File: src/rtl/rwq_pkg.sv
// Shared types and constants for the register-file write queue.
package rwq_pkg;
    localparam int RWQ_DEPTH = 4;
    localparam int RWQ_AW    = 5;
    localparam int RWQ_DW    = 32;
    localparam logic [RWQ_AW-1:0] REG_ZERO = 5'd0;

    typedef struct packed {
        logic [RWQ_AW-1:0] r;
        logic [RWQ_DW-1:0] d;
    } rwq_entry_t;
endpackage

File: src/rtl/rwq_bypass_match.sv
// Finds the youngest pending queue entry whose destination matches a read index.
module rwq_bypass_match
    import rwq_pkg::*;
#(
    parameter int DEPTH = RWQ_DEPTH,
    parameter int AW    = RWQ_AW,
    parameter int DW    = RWQ_DW,
    localparam int PW   = $clog2(DEPTH)
) (
    input  rwq_entry_t       ent_i [DEPTH],
    input  logic [PW-1:0]    head_i,
    input  logic [PW:0]      count_i,
    input  logic [AW-1:0]    rd_i,
    output logic             hit_o,
    output logic [DW-1:0]    data_o
);
    logic [PW-1:0] idx;

    // Walk oldest to youngest so a later match overrides: the result is the entry nearest tail.
    always_comb begin
        hit_o  = 1'b0;
        data_o = '0;
        idx    = head_i;
        for (int i = 0; i < DEPTH; i++) begin
            idx = head_i + PW'(i);
            if ((PW+1)'(i) < count_i && ent_i[idx].r == rd_i && rd_i != REG_ZERO) begin
                hit_o  = 1'b1;
                data_o = ent_i[idx].d;
            end
        end
    end
endmodule

File: src/rtl/reg_write_queue.sv
// In-order write queue in front of the register file, with decode-stage bypass lookup.
module reg_write_queue
    import rwq_pkg::*;
#(
    parameter int DEPTH = RWQ_DEPTH,
    parameter int AW    = RWQ_AW,
    parameter int DW    = RWQ_DW
) (
    input  logic          clk,
    input  logic          rst,
    input  logic          pipe_we,
    input  logic [AW-1:0] pipe_r,
    input  logic [DW-1:0] pipe_data,
    input  logic          md_valid,
    input  logic [AW-1:0] md_r,
    input  logic [DW-1:0] md_data,
    output logic          md_ready,
    output logic          RegWrite,
    output logic [AW-1:0] write_r,
    output logic [DW-1:0] write_data,
    input  logic [AW-1:0] read_r1,
    input  logic [AW-1:0] read_r2,
    output logic          byp_hit1,
    output logic          byp_hit2,
    output logic [DW-1:0] byp_d1,
    output logic [DW-1:0] byp_d2,
    output logic          empty,
    output logic          full
);
    localparam int PW = $clog2(DEPTH);
    localparam int CW = PW + 1;

    logic [PW-1:0] head_q, head_d, tail_q, tail_d, md_idx;
    logic [CW-1:0] count_q, count_d;
    rwq_entry_t    ent_q [DEPTH];
    logic          pop, pipe_push, md_push;

    assign empty     = (count_q == '0);
    assign full      = (count_q == CW'(DEPTH));
    assign md_ready  = !rst && !full;
    assign pop       = !empty;
    // Writes to r0 are dropped here, but the md handshake still completes via md_ready.
    assign pipe_push = !rst && pipe_we && (pipe_r != REG_ZERO);
    assign md_push   = md_valid && md_ready && (md_r != REG_ZERO);
    assign md_idx    = tail_q + PW'(pipe_push);

    always_comb begin
        head_d  = head_q;
        tail_d  = tail_q + PW'(pipe_push) + PW'(md_push);
        count_d = count_q - CW'(pop) + CW'(pipe_push) + CW'(md_push);
        if (pop) begin
            head_d = head_q + PW'(1);
        end
    end

    always_ff @(posedge clk) begin
        if (rst) begin
            head_q  <= '0;
            tail_q  <= '0;
            count_q <= '0;
        end else begin
            head_q  <= head_d;
            tail_q  <= tail_d;
            count_q <= count_d;
        end
    end

    always_ff @(posedge clk) begin
        if (pipe_push) begin
            ent_q[tail_q] <= '{r: pipe_r, d: pipe_data};
        end
        if (md_push) begin
            ent_q[md_idx] <= '{r: md_r, d: md_data};
        end
    end

    assign RegWrite   = pop;
    assign write_r    = pop ? ent_q[head_q].r : '0;
    assign write_data = pop ? ent_q[head_q].d : '0;

    rwq_bypass_match #(.DEPTH(DEPTH), .AW(AW), .DW(DW)) u_byp1 (
        .ent_i  (ent_q),
        .head_i (head_q),
        .count_i(count_q),
        .rd_i   (read_r1),
        .hit_o  (byp_hit1),
        .data_o (byp_d1)
    );

    rwq_bypass_match #(.DEPTH(DEPTH), .AW(AW), .DW(DW)) u_byp2 (
        .ent_i  (ent_q),
        .head_i (head_q),
        .count_i(count_q),
        .rd_i   (read_r2),
        .hit_o  (byp_hit2),
        .data_o (byp_d2)
    );
endmodule

File: config.mk
export PLATFORM = sky130hd
export DESIGN_NAME = reg_write_queue
export DESIGN_NICKNAME = d
export VERILOG_FILES = /design/src/rtl/rwq_pkg.sv /design/src/rtl/rwq_bypass_match.sv /design/src/rtl/reg_write_queue.sv
export SDC_FILE = /design/constraint.sdc
export NUM_CORES = 1
export LEC_CHECK = 0
export CAP_MARGIN = 20
export CELL_PAD_IN_SITES_DETAIL_PLACEMENT = 2
export CELL_PAD_IN_SITES_GLOBAL_PLACEMENT = 2
export CORE_MARGIN = 2
export CORE_UTILIZATION = 33
export CTS_BUF_LIST = sky130_fd_sc_hd__clkbuf_16
export DETAILED_ROUTE_END_ITERATION = 12
export PLACE_DENSITY_LB_ADDON = 0.1
export SKIP_LAST_GASP = 1
export SYNTH_ARGS = -nofsm -noshare
export SYNTH_HDL_FRONTEND = slang
export SYNTH_SLANG_ARGS = --single-unit
File: constraint.sdc
create_clock -name clk -period 3.8 [get_ports clk]
set_clock_uncertainty 0.05 [all_clocks]
set_input_delay 0.57 -clock clk [delete_from_list [all_inputs] [get_ports clk]]
set_output_delay 0.57 -clock clk [all_outputs]
set_load 0.03 [all_outputs]
After elaboration in Yosys (flattened, before gate mapping)
Index checks and enable logic that the tools add are counted.
Widths: inputs -> output; s select.
Storage, ports and cells
  flip-flop bits (word level): 155
  bits of input ports: 88
  output and inout port bits: 107
  word-level logic and storage cells: 115
Cells by class
  $add $sub $neg: 8
  magnitude comparators: 12
  eq/ne operators: 9
  mux-type cells: 38
  bitwise logic cells: 6
  reductions and logical operators: 31
Operator list (number)
  $mux 37: 10
  $bmux 37 s2: 4
  $bwmux 148: 2
  $mux 148: 2
  $mux 32: 9
  $demux 37 s2: 2
  $eq 5x5->1: 8
  $logic_and 1x1->1: 23
  $reduce_bool 5->1: 4
  $ge 3x3->1 const B: 6
  $not 2->3: 6
  $mux 1: 8
  $add 3x1->3: 2
  $lt 1x3->1 const A: 2
  $lt 2x3->1 const A: 2
  $lt 3x1->1 const B: 2
  $mux 5: 1
  $add 2x1->2: 2
  $add 2x2->2 const B: 2
  $eq 3x3->1 const B: 1
  $logic_not 1->1: 3
  $logic_not 3->1: 1
  $sub 3x1->3: 1
  $add 2x1->2 const B: 1

Longest topological paths before layout
Gate-level depths: netlist of the first run.
  word-level depth: 11
  gate-level depth with buffers: 13
  gate-level depth less buffers: 9

Hierarchy
A second synthesis of the first run with hierarchy kept.
Second synthesis, totals
  cell total of the unflattened synthesis: 1894
  area total of the unflattened synthesis: 17126.4 sq um
Modules (own cells, without submodules)
  rwq_bypass_match: times used 2, cells each 638, area each 4413.0 sq um, sequential area each 0.0 sq um
  reg_write_queue: times used 1, cells each 618, area each 8300.5 sq um, sequential area each 3103.0 sq um

Worst setup path after synthesis of the first run
Ideal clock, no wire load.
  path type: register to output
  from: register head_q[0]
  to: output byp_d1[23]
  arrival time: 3021 ps
  required time: 3180 ps
  slack: 159 ps
  stages on the path, launching flop included: 11
  path buffers: 2
  cell sequence: dfxtp_1 -> clkbuf_1 -> mux4_1 -> xor2_1 -> nor2_1 -> and3_4 -> buf_2 -> nor3_1 -> a211oi_1 -> a21oi_1 -> o31ai_1
Between the ends
  word-level cells in the longest chain between the ends: 11
  elaborated cells between the ends (all ways): 35
  classes of those cells: add/sub (3); eq/ne (4); mux (16); bitwise (4); reduce/logical (8)
RTL lines
  start: declaration: line reg_write_queue.sv:33  | logic [PW-1:0] head_q, head_d, tail_q, tail_d, md_idx;
  start signal: assignment: line reg_write_queue.sv:58  | head_q <= '0;
  start signal: assignment: line reg_write_queue.sv:62  | head_q <= head_d;
  $add 2x1->2 / $not 2->3 (equally long branches): line rwq_bypass_match.sv:25, rwq_bypass_match.sv:26, rwq_bypass_match.sv:28
  $not 2->3 (implied by the code) / $bmux 37 s2 (equally long branches): line rwq_bypass_match.sv:26, rwq_bypass_match.sv:28
  $bmux 37 s2 / $mux 37 (equally long branches): line rwq_bypass_match.sv:26, rwq_bypass_match.sv:28
  $mux 37, on equally long branches: line rwq_bypass_match.sv:28, rwq_bypass_match.sv:26
  $mux 37 (implied by the code) / $eq 5x5->1 (equally long branches): line rwq_bypass_match.sv:28, rwq_bypass_match.sv:26
  $eq 5x5->1 / $logic_and 1x1->1 (equally long branches): line rwq_bypass_match.sv:26  | if ((PW+1)'(i) < count_i && ent_i[idx].r == rd_i && rd_i != REG_ZERO) begin
  $logic_and 1x1->1: line rwq_bypass_match.sv:26
  $logic_and 1x1->1 / $mux 32 (equally long branches): line rwq_bypass_match.sv:26
  $mux 32 (2 in a row): line rwq_bypass_match.sv:26
  $mux 32 *: line rwq_bypass_match.sv:26
  end: declaration: line reg_write_queue.sv:25  | output logic [DW-1:0] byp_d1,
Mark *: on every way between the ends. The rest lies on a longest branch, timed or not. The select of a mux whose other input is x is not followed.

Final worst setup path of the first run
  from: register head_q[1]
  to: output byp_d1[5]
Same word-level chain as after synthesis.

==> results of run 1 <==
==> critical path: stages, from the launching register on <==
cell and delay [ns]:
sky130_fd_sc_hd__dfxtp_4 0.37, sky130_fd_sc_hd__buf_12 0.14, sky130_fd_sc_hd__buf_6 0.15, sky130_fd_sc_hd__buf_4 0.15
sky130_fd_sc_hd__mux2_4 0.33, sky130_fd_sc_hd__mux2i_4 0.17, sky130_fd_sc_hd__xor2_1 0.28, sky130_fd_sc_hd__nand4_1 0.31
sky130_fd_sc_hd__buf_4 0.24, sky130_fd_sc_hd__nor2_2 0.19, sky130_fd_sc_hd__buf_6 0.24, sky130_fd_sc_hd__and2_1 0.17
sky130_fd_sc_hd__a31oi_1 0.06, sky130_fd_sc_hd__o31ai_2 0.11, sky130_fd_sc_hd__buf_4 0.22, sky130_fd_sc_hd__buf_12 0.12
==> stage by stage <==
stage,hold slack (ns),TNS [ns]
3_5_place_dp,0.514,-5.55
3_3_place_gp,0.492,-2.60
4_1_cts,0.524,-12.11
2_1_floorplan,0.476,0
5_1_grt,0.554,-26.64
6_report,0.516,-22.73
==> final cells by class <==
type | instances | share of cell area [%]
multi-input combinational | 1508 | 55.5
timing repair buffer | 399 | 22.2
sequential | 155 | 15.9
tap | 539 | 3.44
clock buffer | 17 | 2.17
clock inverter | 15 | 0.568
inverter | 12 | 0.255
==> state kept, by name (all words and copies together), names as in the netlist <==
register	flops
tail_q	2
count_q	3
head_q	2
ent_q	148
==> logic make-up (layout without fill, tap and decap cells) <==
group                      count (synthesis)  count (layout)  synth area share [%]
and+or+nand+nor                          584             584                  18.8
AOI/OAI and AO/OA                        542             542                  24.0
muxes                                    328             328                  25.1
buffers and inverters                    196             443                  6.45
DFF                                      155             155                  21.9
xor gates and xnor gates                  47              47                  2.96
adders and majority gates                  7               7                 0.725
==> per-layer routing <==
layer / track usage [%] / share of wire, %
met3: 5.10 / 4.3
met2: 54.0 / 50
met5: 0 / 0.029
met4: 13.3 / 3.0
met1: 39.9 / 43
==> repair_timing <==
action | in CTS | in global routing
hold buffers | 0 | 0
setup endpoints to repair | 87 | 78
buffers inserted | 49 | 12
gates cloned | 7 | 2
pin swaps | 51 | 31
gates resized for setup | 116 | 82
==> synth_stat cells (24+ instances only) <==
cell,count,area [µm²]
sky130_fd_sc_hd__and2_1,26,163
sky130_fd_sc_hd__a21oi_1,279,1400
sky130_fd_sc_hd__mux2i_1,258,2580
sky130_fd_sc_hd__xor2_1,30,263
sky130_fd_sc_hd__mux2_2,49,552
sky130_fd_sc_hd__a211oi_1,61,458
sky130_fd_sc_hd__nor2_1,238,893
sky130_fd_sc_hd__o31ai_1,46,345
sky130_fd_sc_hd__dfxtp_1,155,3100
sky130_fd_sc_hd__nand2_1,115,432
sky130_fd_sc_hd__buf_2,54,270
sky130_fd_sc_hd__o21ai_0,30,150
sky130_fd_sc_hd__or3_1,29,181
sky130_fd_sc_hd__and3_1,24,150
sky130_fd_sc_hd__clkbuf_1,89,334
sky130_fd_sc_hd__a22oi_1,34,255
sky130_fd_sc_hd__nor3_1,99,495
==> worst paths after layout <==
path | from | endpoint | slack [ns] | cells after the start
worst max-delay path | head_q[1] | byp_d1[5] | -0.56 | 15
worst min-delay path | ent_q[26] | ent_q[26] | 0.52 | 2
worst max register to register | count_q[2] | ent_q[41] | 1.03 | 9
worst min register to register | ent_q[26] | ent_q[26] | 0.52 | 2
==> power breakdown <==
| group | internal [mW] | leakage [nW] | switching (mW) | total, mW |
|---|---|---|---|---|
| clock | 0.887 | 0.270 | 0.808 | 1.69 |
| sequential | 2.50 | 1.31 | 1.14 | 3.65 |
| combinational | 5.74 | 6.71 | 7.99 | 13.7 |
| total | 9.13 | 8.29 | 9.94 | 19.1 |
==> out/metrics.sh, run 1 <==
REGAREA_UM2=3110
POST_SYN_INSTANCES=1859
YS_DOMINANT_REG_CELL='sky130_fd_sc_hd__dfxtp_1'
DP_HPWL_UM=45000
TOTAL_I_O_PIN_COUNT=195
MIN-DELAY-PATH-CLASS='reg2reg'
ROUTE.DETAILED.VIAS_PER_INST=6.15
YOSYSSEQAREASHARE_PCT=21.9
POST-PLACE-CELLS=2547
ANTENNA_VIOLATIONS_BEFORE_REPAIR=2
CRITICAL_PATH_SOURCE_TYPE='flop'
SYNTHESIS.YOSYS.WARNINGS=0
FINAL_CELL_MIX='sky130_fd_sc_hd__a21oi_1 (268), sky130_fd_sc_hd__mux2i_1 (238), sky130_fd_sc_hd__nor2_1 (229)'
YS_ASYNC_SR_FRACTION_PCT=0
NUMBER_OF_GLOBAL_ROUTE_VIAS_BEFORE_REPAIR=17600
SYN2LAYOUT_AREA_GROWTH_PCT=38.5
INSERTION_DELAY_NS=0.47
VIOLATIONS='setup timing'
IR_DROP_uV=506
SYNTHESIS.AREA_UM2=14100
CTS_MAX_PATH_BUFFERS=2
TIMING_HOLD_VIOLATIONS_FINAL=0
NUMPORTBUFFERS=194
FIRST_PASS_GRT_WIRE_LENGTH_UM=108000
GRT_SETUP_UNREPAIRED='yes'
MAX_SLEW_MARGIN_PCT=30.6
DIE-WIDTH_UM=211
POSTSYNTHNETCOUNT=1954
DETAILED_PLACE.AREA_UM2=17500
CTS.CLK_SLEW.WORST_PATHS_NS=0.07
GP_ROUTABILITY_CONGESTION=0.849
FLOORPLAN.CORE_AREA_UM2=42100
NUM-NETS-FINAL=2188
PERIOD_MINUS_SLACK_NS=4.36
LAYOUT.CORE_UTILIZATION_PCT=46.5
POST_SYNTH.CELL_AREA_AVG_UM2=7.61
POWER_DENSITY_nW_PER_UM2=973
CTS_TREE='yes'
CTS_MAX_LEVEL=4
INITIALDRTVIOLATIONCOUNT=1113
WIRELENGTH_UM=73500
FFS_LATCHES_SYNTH=155
OUTCOME='finished, violations left'
LEAKAGE_nW=8.29
CTS_BUFFERS=17
WORSTMARGINPINSLEW_NS=1.04
PLACEMENT_ROWS=75
STARTING_DENSITY_PCT=33.6
CTS_ROOT_BUF='sky130_fd_sc_hd__clkbuf_16'
ANTENNA_CELLS=0
FINAL_COMMON_CELL='sky130_fd_sc_hd__a21oi_1'
SETUP_VIOL_COUNT_FINAL=65
MAXCLOCKFREQUENCY_MHz=229
ANT_NETS=0
PATH_CLASS='reg2out'
TRITONROUTE_PASS_1_ITERS=5
PERIOD_SHARE_PCT=115
FRACTION_OF_LAYOUT_CELLS_WITH_A_SIZE_SUFFIX_ABOVE_1_PCT=25.1
GRT_OVERFLOW_TOTAL=0
FILL_CELLS=4601
FULL_DIE_AREA_UM2=44500
DETAIL_ROUTE.WL_PER_CELL_UM=27.8
MAX_CAP_VIOL_COUNT=0
CLOCK_SINK_COUNT=155
FINALPOWER_mW=19.1
DRV_SLEW=0
Y_DIMENSION_OF_THE_DIE_UM=211
GLOBALROUTETOTALUTIL_PCT=31.8
DRCVIOLATIONCOUNT=0
FINAL.SETUP.WORST_SLACK_NS=-0.563
CP_MAX_FO=14
SYNTH-EDFF-COUNT=0
MULTIINPUTGATEAREA_UM2=10900
PLACE_WS_NS=-0.295
POST_SYNTH_NUM_CELL_TYPES=64
REQUIRED_NS=3.18
INSTANCES_NO_FILL=2645
GRT_MAX_DEGREE=206
STDCELL_AREA_UM2=19600
CP-END-KIND='output pin'
ARRIVAL_NS=3.74
NUM_VIAS=16300
No activity file was read; power rests on OpenSTA's default activity.
==> run 2, diff against run 1 <==
--- a/config.mk
+++ b/config.mk
@@ -11,6 +11,7 @@
 export CORE_MARGIN = 2
 export CORE_UTILIZATION = 33
 export CTS_BUF_LIST = sky130_fd_sc_hd__clkbuf_16
+export CTS_CLUSTER_DIAMETER = 120
 export DETAILED_ROUTE_END_ITERATION = 12
 export PLACE_DENSITY_LB_ADDON = 0.1
 export SKIP_LAST_GASP = 1
==> results of run 2 <==
Final layout, timing and power as in run 1 (identical DEF).
